[src/rtl/alu_pkg.sv]
// Shared types and constants for the ALU issue/response stage.
package alu_pkg;

  localparam int unsigned OPND_W = 3;
  localparam int unsigned OP_W   = 3;
  localparam int unsigned RES_W  = 8;
  localparam int unsigned FLAG_W = 4;
  localparam int unsigned CMD_W  = 2 * OPND_W + OP_W;

  typedef enum logic [OP_W-1:0] {
    OP_ADD  = 3'b000,
    OP_SUB  = 3'b001,
    OP_MUL  = 3'b010,
    OP_DIV  = 3'b011,
    OP_ASHR = 3'b100,
    OP_ASHL = 3'b101,
    OP_BSHR = 3'b110,
    OP_BSHL = 3'b111
  } alu_op_e;

  typedef struct packed {
    logic carry;
    logic zero;
    logic overflow;
    logic underflow;
  } alu_flags_t;

  typedef struct packed {
    logic [OPND_W-1:0] a;
    logic [OPND_W-1:0] b;
    alu_op_e           op;
  } alu_cmd_t;

  typedef enum logic [1:0] {
    IDLE = 2'd0,
    EXEC = 2'd1,
    RESP = 2'd2
  } issue_state_e;

  localparam logic [RES_W-1:0] DIV0_RESULT = 8'hFF;

  // True when the operands presented to the ALU are a division by zero.
  function automatic logic is_div0(input logic [OP_W-1:0] op, input logic [OPND_W-1:0] b);
    return (op == OP_DIV) && (b == '0);
  endfunction

endpackage

[src/rtl/alu_cmd_fifo.sv]
// Command FIFO: DEPTH entries of CMD_W bits, registered count, fall-through head.
module alu_cmd_fifo
  import alu_pkg::*;
#(
  parameter int unsigned DEPTH = 4
) (
  input  logic                           clk,
  input  logic                           rst_n,
  input  logic                           push,
  input  logic [CMD_W-1:0]               wr_data,
  input  logic                           pop,
  output logic [CMD_W-1:0]               rd_data_c,
  output logic                           full_c,
  output logic                           empty_c,
  output logic [$clog2(DEPTH+1)-1:0]     count
);

  localparam int unsigned PTR_W = (DEPTH > 1) ? $clog2(DEPTH) : 1;
  localparam int unsigned CNT_W = $clog2(DEPTH + 1);

  logic [CMD_W-1:0] mem [DEPTH];
  logic [PTR_W-1:0] wr_ptr;
  logic [PTR_W-1:0] rd_ptr;
  logic             do_push;
  logic             do_pop;

  assign full_c    = (count == CNT_W'(DEPTH));
  assign empty_c   = (count == '0);
  assign do_push   = push && !full_c;
  assign do_pop    = pop && !empty_c;
  assign rd_data_c = mem[rd_ptr];

  // Storage array; contents need no reset because count gates every read.
  always_ff @(posedge clk) begin
    if (do_push) mem[wr_ptr] <= wr_data;
  end

  // Pointers wrap naturally since DEPTH is a power of two; count tracks occupancy.
  always_ff @(posedge clk or negedge rst_n) begin
    if (!rst_n) begin
      wr_ptr <= '0;
      rd_ptr <= '0;
      count  <= '0;
    end else begin
      if (do_push) wr_ptr <= wr_ptr + PTR_W'(1);
      if (do_pop)  rd_ptr <= rd_ptr + PTR_W'(1);
      case ({do_push, do_pop})
        2'b10:   count <= count + CNT_W'(1);
        2'b01:   count <= count - CNT_W'(1);
        default: count <= count;
      endcase
    end
  end

endmodule

[src/rtl/alu_issue_stage.sv]
// Issue/response stage isolating the combinational ALU between register stages.
module alu_issue_stage
  import alu_pkg::*;
#(
  parameter int unsigned DEPTH = 4
) (
  input  logic                           clk,
  input  logic                           rst_n,
  input  logic                           cmd_valid,
  output logic                           cmd_ready,
  input  logic [OPND_W-1:0]              cmd_a,
  input  logic [OPND_W-1:0]              cmd_b,
  input  logic [OP_W-1:0]                cmd_op,
  output logic [OPND_W-1:0]              alu_a,
  output logic [OPND_W-1:0]              alu_b,
  output logic [OP_W-1:0]                alu_opcode,
  input  logic [RES_W-1:0]               alu_result,
  input  logic                           alu_carry,
  input  logic                           alu_zero,
  input  logic                           alu_overflow,
  input  logic                           alu_underflow,
  output logic                           rsp_valid,
  input  logic                           rsp_ready,
  output logic [RES_W-1:0]               rsp_result,
  output logic [FLAG_W-1:0]              rsp_flags,
  output logic                           rsp_div0,
  output logic [$clog2(DEPTH+1)-1:0]     fifo_count
);

  issue_state_e     state;
  alu_cmd_t         cmd_in;
  alu_cmd_t         head;
  logic [CMD_W-1:0] head_raw;
  logic             fifo_full;
  logic             fifo_empty;
  logic             push;
  logic             pop;
  alu_flags_t       flags_in;

  assign cmd_in    = '{a: cmd_a, b: cmd_b, op: alu_op_e'(cmd_op)};
  assign head      = alu_cmd_t'(head_raw);
  assign cmd_ready = !fifo_full;
  assign push      = cmd_valid && cmd_ready;
  // Pop whenever the operand registers are free: idle, or the pending response is being taken.
  assign pop       = !fifo_empty && ((state == IDLE) || ((state == RESP) && rsp_ready));
  assign flags_in  = '{carry: alu_carry, zero: alu_zero,
                       overflow: alu_overflow, underflow: alu_underflow};

  alu_cmd_fifo #(.DEPTH(DEPTH)) u_fifo (
    .clk       (clk),
    .rst_n     (rst_n),
    .push      (push),
    .wr_data   (CMD_W'(cmd_in)),
    .pop       (pop),
    .rd_data_c (head_raw),
    .full_c    (fifo_full),
    .empty_c   (fifo_empty),
    .count     (fifo_count)
  );

  // Issue FSM: load operands, capture the settled ALU outputs, hold the response until taken.
  always_ff @(posedge clk or negedge rst_n) begin
    if (!rst_n) begin
      state      <= IDLE;
      alu_a      <= '0;
      alu_b      <= '0;
      alu_opcode <= '0;
      rsp_valid  <= 1'b0;
      rsp_result <= '0;
      rsp_flags  <= '0;
      rsp_div0   <= 1'b0;
    end else begin
      if (pop) begin
        alu_a      <= head.a;
        alu_b      <= head.b;
        alu_opcode <= head.op;
      end
      case (state)
        IDLE: begin
          if (!fifo_empty) state <= EXEC;
        end
        EXEC: begin
          if (is_div0(alu_opcode, alu_b)) begin
            rsp_result <= DIV0_RESULT;
            rsp_flags  <= '0;
            rsp_div0   <= 1'b1;
          end else begin
            rsp_result <= alu_result;
            rsp_flags  <= flags_in;
            rsp_div0   <= 1'b0;
          end
          rsp_valid <= 1'b1;
          state     <= RESP;
        end
        RESP: begin
          if (rsp_ready) begin
            rsp_valid <= 1'b0;
            state     <= fifo_empty ? IDLE : EXEC;
          end
        end
        default: state <= IDLE;
      endcase
    end
  end

endmodule

[config.mk]
export PLATFORM = sky130hd
export DESIGN_NAME = alu_issue_stage
export DESIGN_NICKNAME = d
export VERILOG_FILES = /design/src/rtl/alu_pkg.sv /design/src/rtl/alu_cmd_fifo.sv /design/src/rtl/alu_issue_stage.sv
export SDC_FILE = /design/constraint.sdc
export NUM_CORES = 1
export LEC_CHECK = 0
export BUFFER_PORTS_ARGS = -buffer_cell sky130_fd_sc_hd__buf_2
export CAP_MARGIN = 25
export CORE_MARGIN = 1
export CORE_UTILIZATION = 54
export DETAILED_ROUTE_END_ITERATION = 12
export PLACE_DENSITY_LB_ADDON = 0.08
export SETUP_SLACK_MARGIN = 0.5
export SYNTH_ARGS = -nofsm -noshare
export SYNTH_HDL_FRONTEND = slang
export SYNTH_SLANG_ARGS = --single-unit
[constraint.sdc]
create_clock -name clk -period 2.3 [get_ports clk]
set_input_delay 0.115 -clock clk [delete_from_list [all_inputs] [get_ports clk]]
set_output_delay 0.115 -clock clk [all_outputs]
set_load 0.01 [all_outputs]
Word-level counts from Yosys, hierarchy flattened:

Memories as Yosys holds them, arrays and structs flattened. A register that Yosys moved wholly into a read port is not among the register bits.
Index checks and enable logic that the tools add are counted.

* memories: 1
* output and inout port bits: 27
* bits in writable memories: 36
* flip-flop bits (word level): 23
* input bits: 25
* word-level logic and storage cells: 50

Memory list
* u_fifo.mem: depth 4, width 9, read ports 1, clocked after memory_dff 1, wr ports 1, RTL line alu_cmd_fifo.sv:21 `logic [CMD_W-1:0] mem [DEPTH];`

* reductions and logical operators: 17
* eq/ne operators: 8
* mux-type cells: 12
* add/subtract/negate cells: 4

Operators with widths (number)
* 8-bit 2-to-1 mux: 1
* 1-bit logical AND: 6
* 3-bit logical NOT: 2
* 2-bit case mux with 3 select lines: 1
* 3-bit case mux with 2 select lines: 1
* 1-bit 2-to-1 mux: 5
* 2-bit by 1-bit adder with 2-bit output (second input constant): 2
* 2-bit by 1-bit equality test with 1-bit output (second input constant): 2
* 2-bit equality test (second input constant): 2
* 2-bit 2-to-1 mux: 2
* 4-bit 2-to-1 mux: 1
* 2-bit inequality test (second input constant): 2
* 2-bit AND reduction: 2
* 2-bit nonzero test: 2
* 3-bit by 1-bit adder with 3-bit output (second input constant): 1
* 3-bit by 2-bit equality test with 1-bit output (second input constant): 1
* 3-bit equality test (second input constant): 1
* 1-bit logical NOT: 3
* 3-bit by 1-bit subtractor with 3-bit output (second input constant): 1
* 2-bit logical NOT: 1
* 1-bit case mux with 2 select lines: 1
* 1-bit logical OR: 1

Depth between registers and ports, before layout:

Gate-level depths: netlist of the first run.

* word-level depth: 7
* gate-level depth with buffers: 8
* gate-level depth less buffers: 8

Hierarchy:

Synthesis of the first run repeated with hierarchy kept, for this count alone.

* cells, all modules: 175
* area total of the unflattened synthesis: 2776.4 µm²

By module, submodules not included
* alu_cmd_fifo: area an instance 1739.2 µm², seq. area each 1256.2 µm², times used 1, cells an instance 84
* alu_issue_stage: area an instance 1037.2 µm², seq. area each 625.6 µm², times used 1, cells an instance 91

Worst setup path before layout of the first run:

OpenSTA, ideal clock, no wires.

* path type: reg2reg
* start point: register u_fifo.count[0]
* end point: register u_fifo.count[2]
* setup time: 0.127 ns
* setup slack: 0.197 ns
* stages on the path, launching flop included: 9
* required time: 2.173 ns
* arrival: 1.976 ns
* clock period less this slack: 2.103 ns
* buffers on the path: 1
* path through: dfrtp_1 nor3_1 nor3_1 buf_4 ha_1 fa_1 xnor2_1 nor2_1 xor2_1

* word-level cells in the longest chain between the ends: 6
* elaborated cells between the ends (all ways): 14
* those cells by class: 2 x add/sub; 3 x eq/ne; 1 x mux; 8 x reduce/logical

Ends and longest elaborated chain
* start, declared: RTL line alu_cmd_fifo.sv:15 `output logic [$clog2(DEPTH+1)-1:0] count`
* start signal, assigned: RTL line alu_cmd_fifo.sv:48 `2'b10: count <= count + CNT_W'(1);`
* start signal, assigned: RTL line alu_cmd_fifo.sv:49 `2'b01: count <= count - CNT_W'(1);`
* start signal, assigned: RTL line alu_cmd_fifo.sv:50 `default: count <= count;`
* 3-bit logical NOT *: RTL line alu_cmd_fifo.sv:28 `assign empty_c = (count == '0);`
* 1-bit logical NOT *: RTL line alu_issue_stage.sv:45 `assign pop = !fifo_empty && ((state == IDLE) || ((state == RESP) && rsp_ready));`
* 1-bit logical AND *: RTL line alu_issue_stage.sv:45
* named net pop: RTL line alu_issue_stage.sv:37 `logic pop;`
* 1-bit logical AND *: RTL line alu_cmd_fifo.sv:30 `assign do_pop = pop && !empty_c;`
* 2-bit by 1-bit equality test with 1-bit output or 2-bit equality test (tied branches): RTL line alu_cmd_fifo.sv:47 `case ({do_push, do_pop})`
* 3-bit case mux with 2 select lines or 2-bit nonzero test (tied branches)

Mark *: on every way through the listed nets, which the timed path passes. The rest lies on a longest branch.
A chain may end at the register's enable or synchronous reset.

Worst setup path after layout of the first run:

* start point: register u_fifo.count[1]
* end point: register u_fifo.count[1]

* word-level cells in the longest chain between the ends: 6
* elaborated cells between the ends (all ways): 14
* those cells by class: 2 x add/sub; 3 x eq/ne; 1 x mux; 8 x reduce/logical

Ends and longest elaborated chain (RTL line)
* 3-bit equality test or 3-bit logical NOT (tied branches): alu_cmd_fifo.sv:27, alu_cmd_fifo.sv:28
* 1-bit logical NOT (on tied branches)
* 1-bit logical AND (on tied branches): alu_issue_stage.sv:43, alu_issue_stage.sv:45
* 1-bit logical AND (on tied branches): alu_cmd_fifo.sv:29, alu_cmd_fifo.sv:30
* 2-bit by 1-bit equality test with 1-bit output or 2-bit equality test (tied branches): alu_cmd_fifo.sv:47
* 3-bit case mux with 2 select lines or 2-bit nonzero test (tied branches)

Several ways; a longest one is shown, not always the timed one.

==> results of run 1 <==
-- registers in the layout, indices dropped and copies added, names as in the netlist --
register       flops
alu_a              3
alu_b              3
alu_opcode         3
rsp_div0           1
rsp_flags          4
rsp_result         8
rsp_valid          1
state              2
u_fifo.count       3
u_fifo.mem        36
u_fifo.rd_ptr      2
u_fifo.wr_ptr      2
-- cells in the final DEF, fill, tap and decap left out, types with 4 or more instances in the layout --
| cell type | instances |
|---|---|
| buf_2 | 51 |
| edfxtp_1 | 36 |
| dfrtp_1 | 30 |
| nor2_1 | 17 |
| a21oi_1 | 10 |
| nand2_1 | 10 |
| clkbuf_8 | 10 |
| dlygate4sd3_1 | 10 |
| buf_4 | 10 |
| mux4_1 | 9 |
| mux2_2 | 9 |
| o21ai_0 | 6 |
| and3_1 | 5 |
| ha_1 | 4 |
-- cell type report --
cell class                 count  area (um^2)  area share (%)
inverter                       4         15.0           0.430
clock buffer                  10          138            3.95
timing repair buffer          71          430            12.3
clock inverter                 6          101            2.91
multi-input combinational     92          836            24.0
sequential                    68         1880            54.0
tap                           67         83.8            2.40
-- worst max-delay path, cell delays in order, from the launching register on --
cell     delay (ns)
dfrtp_2        0.42
or3b_4         0.38
and2_4         0.15
inv_2          0.06
ha_4           0.13
fa_2           0.43
mux2_4         0.28
-- timing repair --
item / in CTS / in global routing
endpoints found under the hold margin: 68 / 0
setup buffers: 9 / 0
resized for setup: 4 / 0
setup endpoints to repair: 2 / 2
pin swaps: 7 / 1
hold buffers: 10 / 0
-- metal layers --
layer | up-vias | wire [um] | GRT usage [%]
met5 | - | 0 | 0
li1 | 774 | - | -
met1 | 795 | 2130 | 26.3
met4 | 0 | 88 | 11.8
met3 | 9 | 216 | 4.56
met2 | 51 | 2630 | 37.6
-- worst paths after layout --
check                                     start              end  slack, ns  depth (start not counted)
worst min-delay path               alu_overflow     rsp_flags[1]       0.02                          3
worst max register to register  u_fifo.count[1]  u_fifo.count[1]       0.33                          6
max in group asynchronous                 rst_n  u_fifo.count[0]       1.41                          2
worst max-delay path            u_fifo.count[1]  u_fifo.count[1]       0.33                          6
worst min register to register     rsp_flags[1]     rsp_flags[1]       0.49                          2
min in group asynchronous                 rst_n    alu_opcode[2]       0.38                          2
-- kinds of logic after synthesis --
| group | count (synthesis) | share of synthesized area (%) |
|---|---|---|
| fa+ha+maj | 6 | 3.04 |
| buf+inv | 9 | 1.70 |
| mux | 20 | 13.4 |
| compound gates | 16 | 2.94 |
| flops | 68 | 69.2 |
| xor+xnor | 6 | 1.93 |
| simple gates | 44 | 7.82 |
-- where the power goes --
part / switching, mW / internal (mW) / leakage, nW
sequential: 0.285 / 1.73 / 0.701
combinational: 0.826 / 0.913 / 0.654
clock: 0.427 / 0.739 / 0.119
==> run metrics, run 1 <==
TNS Setup 0 ns; hold crit path type in2reg; clk_lat worst skew 0.34 ns; P&R area growth vs syn 28.2%; DP HPWL 3370 um; Seq cells post-synth 68; min cycle time layout 1.97 ns; DRT iter0 DRCs 58; Port-buffer cells 51; fin worst setup slack 0.334 ns; Core ar. 0.00479 mm^2; worst slew pin tran 0.838 ns; hold_ws 0.0234 ns; synth cell count leaders edfxtp_1 (36), dfrtp_1 (32), nor2_1 (17); total power 4.92 mW; Syn Nets 200; CTS Buffer Depth 2; number of buffers created by CTS 9; synth unique cells 27; Clk pin slew, worst setup/hold paths 0.07 ns; # nets final 277; CTS tree done; vias 1629; post-route cell area 0.00349 mm^2; Final Hold Viols 0; Pleak 1.47 nW; placed inst area 0.00306 mm^2; Remaining DRCs 0; Sink Count 68; largest cells by area after synthesis edfxtp_1 (40%), dfrtp_1 (29%), mux4_1 (8.7%); die height 73.0 um; DP Cell Count 283; DRT antenna net count 0; syn avg cell area 16.1 um^2; EDFF count, synth 36; leading area contributor after synthesis edfxtp_1; Setup Viol. Count Final 0; layout cells sized above 1 37.8%; initial antenna violation count 0; Slew HR 44.0%; # IOs 52; drt total wl 5070 um; pin count of the biggest net entering global routing 33; RSZ-0062 raised after global routing yes; CP Data Required Time 2.52 ns; Initial Util 56.8%; Final Core Density 72.9%; Crit path arrival time 2.18 ns; crit start category flop; peak supply drop 751 uV; vias in the first global route 1692; most instantiated library cell after synthesis edfxtp_1; CP Max Fanout 3; outcome completed; CTS Root Cell clkbuf_8; ys async rst share 47.1%; diode count 0; area of the mapped netlist 0.00272 mm^2; Critical Path Sink Type flop; predominant post-synthesis flop cell edfxtp_1; first-pass GRT wire length 8180 um; GPL Wtd Cong 0.720; clock skew 0.00522 ns; CTS H-tree depth 3; Pins Over Slew Limit 0; Non-Filler Instances 318; total track usage 22.0%; Max Cap Viol 0; Post-Syn Instances 169; Die X 73.0 um; WL/cell 15.9 um; Synth Warn # 0; Die ar. 0.00533 mm^2; Pwr Density 1410 mW/mm^2; post-synthesis sequential area ratio 69.2%; total gr overflow 0; Setup WS pre-CTS 0.237 ns; fin crit share 85.5%; DR pass1 iterations 4; Layout fillers 320; Setup Crit Path Kind reg2reg; top-area cell type share of the netlist area 39.7%; number of vias per cell 5.12; num rows 25; max frequency 509 MHz
No activity file was read; power rests on OpenSTA's default activity.
==> inputs of run 2 (changes only) <==
--- a/config.mk
+++ b/config.mk
@@ -8,7 +8,7 @@
 export BUFFER_PORTS_ARGS = -buffer_cell sky130_fd_sc_hd__buf_2
 export CAP_MARGIN = 25
 export CORE_MARGIN = 1
-export CORE_UTILIZATION = 54
+export CORE_UTILIZATION = 43
 export DETAILED_ROUTE_END_ITERATION = 12
 export PLACE_DENSITY_LB_ADDON = 0.08
 export SETUP_SLACK_MARGIN = 0.5
==> run 2 against run 1 <==
Net effect: utilization fell by 16 points; total power fell by 3.9%; hold slack got worse by 0.0072 ns; critical path depth did not move; cell area fell by 0.93%; clock-buffer cell count rose by 5.
==> run metrics, run 2 (synthesis results as in run 1) <==
launch point of the worst path u_fifo.count[0] (was u_fifo.count[1]); number of buffers created by CTS 9 (unchanged); layout cells sized above 1 39.1% (was 37.8%); R2R Path Start u_fifo.count[0] (was u_fifo.count[1]); CTS tree done (unchanged); GPL Wtd Cong 0.721 (was 0.720); Largest register FFs 36 (unchanged); # nets final 279 (was 277); Pleak 1.46 nW (was 1.47 nW); Initial Util 45.1% (was 56.8%); Sink Count 68 (unchanged); Crit path arrival time 2.22 ns (was 2.18 ns); Setup Crit Path Kind reg2reg (unchanged); DRT iter0 DRCs 64 (was 58); Pwr Density 1370 mW/mm^2 (was 1410 mW/mm^2); DR pass1 iterations 4 (unchanged); placed inst area 0.00307 mm^2 (was 0.00306 mm^2); diode count 0 (unchanged); outcome completed (unchanged); vias in the first global route 1697 (was 1692); Slew HR 49.8% (was 44.0%); worst slew pin tran 0.751 ns (was 0.838 ns); Remaining DRCs 0 (unchanged); RSZ-0062 raised after global routing yes (unchanged); die height 81.5 um (was 73.0 um); crit start category flop (unchanged); most flop-heavy register u_fifo.mem (unchanged); first-pass GRT wire length 8020 um (was 8180 um); post-route cell area 0.00346 mm^2 (was 0.00349 mm^2); Max Cap Viol 0 (unchanged); CTS Buffer Depth 2 (unchanged); most common cell after layout, fill and taps aside buf_2 (unchanged); Final Hold Viols 0 (unchanged); P&R area growth vs syn 27.0% (was 28.2%); CTS H-tree depth 3 (unchanged); Final Core Density 57.4% (was 72.9%); Setup Viol. Count Final 0 (unchanged); number of vias per cell 4.99 (was 5.12); peak supply drop 632 uV (was 751 uV); WL/cell 16.1 um (was 15.9 um); hold crit path type in2reg (unchanged); Setup WS pre-CTS 0.242 ns (was 0.237 ns); clock skew 0.0109 ns (was 0.00522 ns); worst-case reg-to-reg path depth 6 (unchanged); total power 4.72 mW (was 4.92 mW); Port-buffer cells 51 (unchanged); DP HPWL 3370 um (about the same); CTS Root Cell clkbuf_8 (unchanged); total track usage 17.5% (was 22.0%); total gr overflow 0 (unchanged); initial antenna violation count 0 (unchanged); pin count of the biggest net entering global routing 33 (unchanged); CP Data Required Time 2.51 ns (was 2.52 ns); Critical Path Sink Type flop (unchanged); Die ar. 0.00665 mm^2 (was 0.00533 mm^2); clk_lat worst skew 0.33 ns (was 0.34 ns); Regs by FF count u_fifo.mem x36, rsp_result x8, rsp_flags x4 (unchanged); Core ar. 0.00603 mm^2 (was 0.00479 mm^2); fin crit share 87.2% (was 85.5%); num rows 28 (was 25); critical path endpoint u_fifo.count[1] (unchanged); fin worst setup slack 0.294 ns (was 0.334 ns); # IOs 52 (unchanged); Pins Over Slew Limit 0 (unchanged); r2r endpoint u_fifo.count[1] (unchanged); Die X 81.5 um (was 73.0 um); DRT antenna net count 0 (unchanged); drt total wl 5270 um (was 5070 um); min cycle time layout 2.01 ns (was 1.97 ns); max frequency 499 MHz (was 509 MHz); vias 1636 (was 1629); CP Max Fanout 2 (was 3); commonest cells after routing, fill and taps aside buf_2 (51), edfxtp_1 (36), dfrtp_1 (29), nor2_1 (17), buf_4 (13) (was buf_2 (51), edfxtp_1 (36), dfrtp_1 (30), nor2_1 (17)); Clk pin slew, worst setup/hold paths 0.07 ns (about the same); TNS Setup 0 ns (unchanged); R2R setup slack 0.29 ns (was 0.33 ns)
## run 2: cell count changes in the layout (fill, tap and decap cells not counted)
cell	delta
dfrtp_1	-1
and3_1	-2
fa_1	+1
clkbuf_1	+4
bufinv_16	-3
clkinv_2	+1
dlygate4sd3_1	-1
clkbuf_16	+1
fa_2	-1
dfrtp_2	+1
clkinv_1	-3
buf_4	+3
and3_2	+2
## run 2: how the worst min path moves through the flow
stage / start / end / cells past startpoint
final: cmd_op[0] / u_fifo.mem[2][0] / 1
after global routing: cmd_op[0] / u_fifo.mem[0][0] / 1
after CTS: cmd_op[0] / u_fifo.mem[2][0] / 1
after detailed placement: rst_n / rsp_result[6] / 1
after global placement: rst_n / rsp_result[0] / 1
after floorplan: rst_n / alu_a[0] / 0
## run 2: layout make-up
cell class	instances	area, um^2
Clock buffer	15	178
Clock inverter	1	5.00
Fill cell	492	2570
Inverter	4	15.0
Multi-Input combinational cell	92	836
Sequential cell	68	1890
Tap cell	75	93.8
Timing Repair Buffer	73	443
## run 2: through the flow
stage / std cells / hold WS [ns]
floorplan: 169 / -0.181
global placement: 291 / 0.196
detailed placement: 291 / 0.224
CTS: 328 / 0.000539
global route: 328 / 0.0104
finish: 328 / 0.0161
## run 2: per-layer routing
metal / GRT usage (%) / part of all wire (%)
met2: 30.2 / 52
met5: 0 / 0
met4: 10.4 / 1.1
met3: 3.78 / 4.8
met1: 19.8 / 42
## run 2: report_power, final
part           switching, mW  internal [mW]
registers              0.292           1.73
logic                  0.862          0.948
clock network          0.407          0.488
total                   1.56           3.16
## run 2: worst max-delay path, stage by stage, from the launching register on
cell and delay, ns:
dfrtp_2 0.41, or3b_4 0.41, and2_4 0.15, inv_2 0.06, ha_4 0.14, fa_1 0.43, mux2_4 0.29
## run 2: repair_timing
action | CTS | global route
hold buffers | 9 | 0
hold endpoints to repair | 62 | 0
gates resized for setup | 4 | 3
endpoints found under the setup margin | 2 | 19
buffers inserted | 12 | 0
pin swaps | 6 | 0
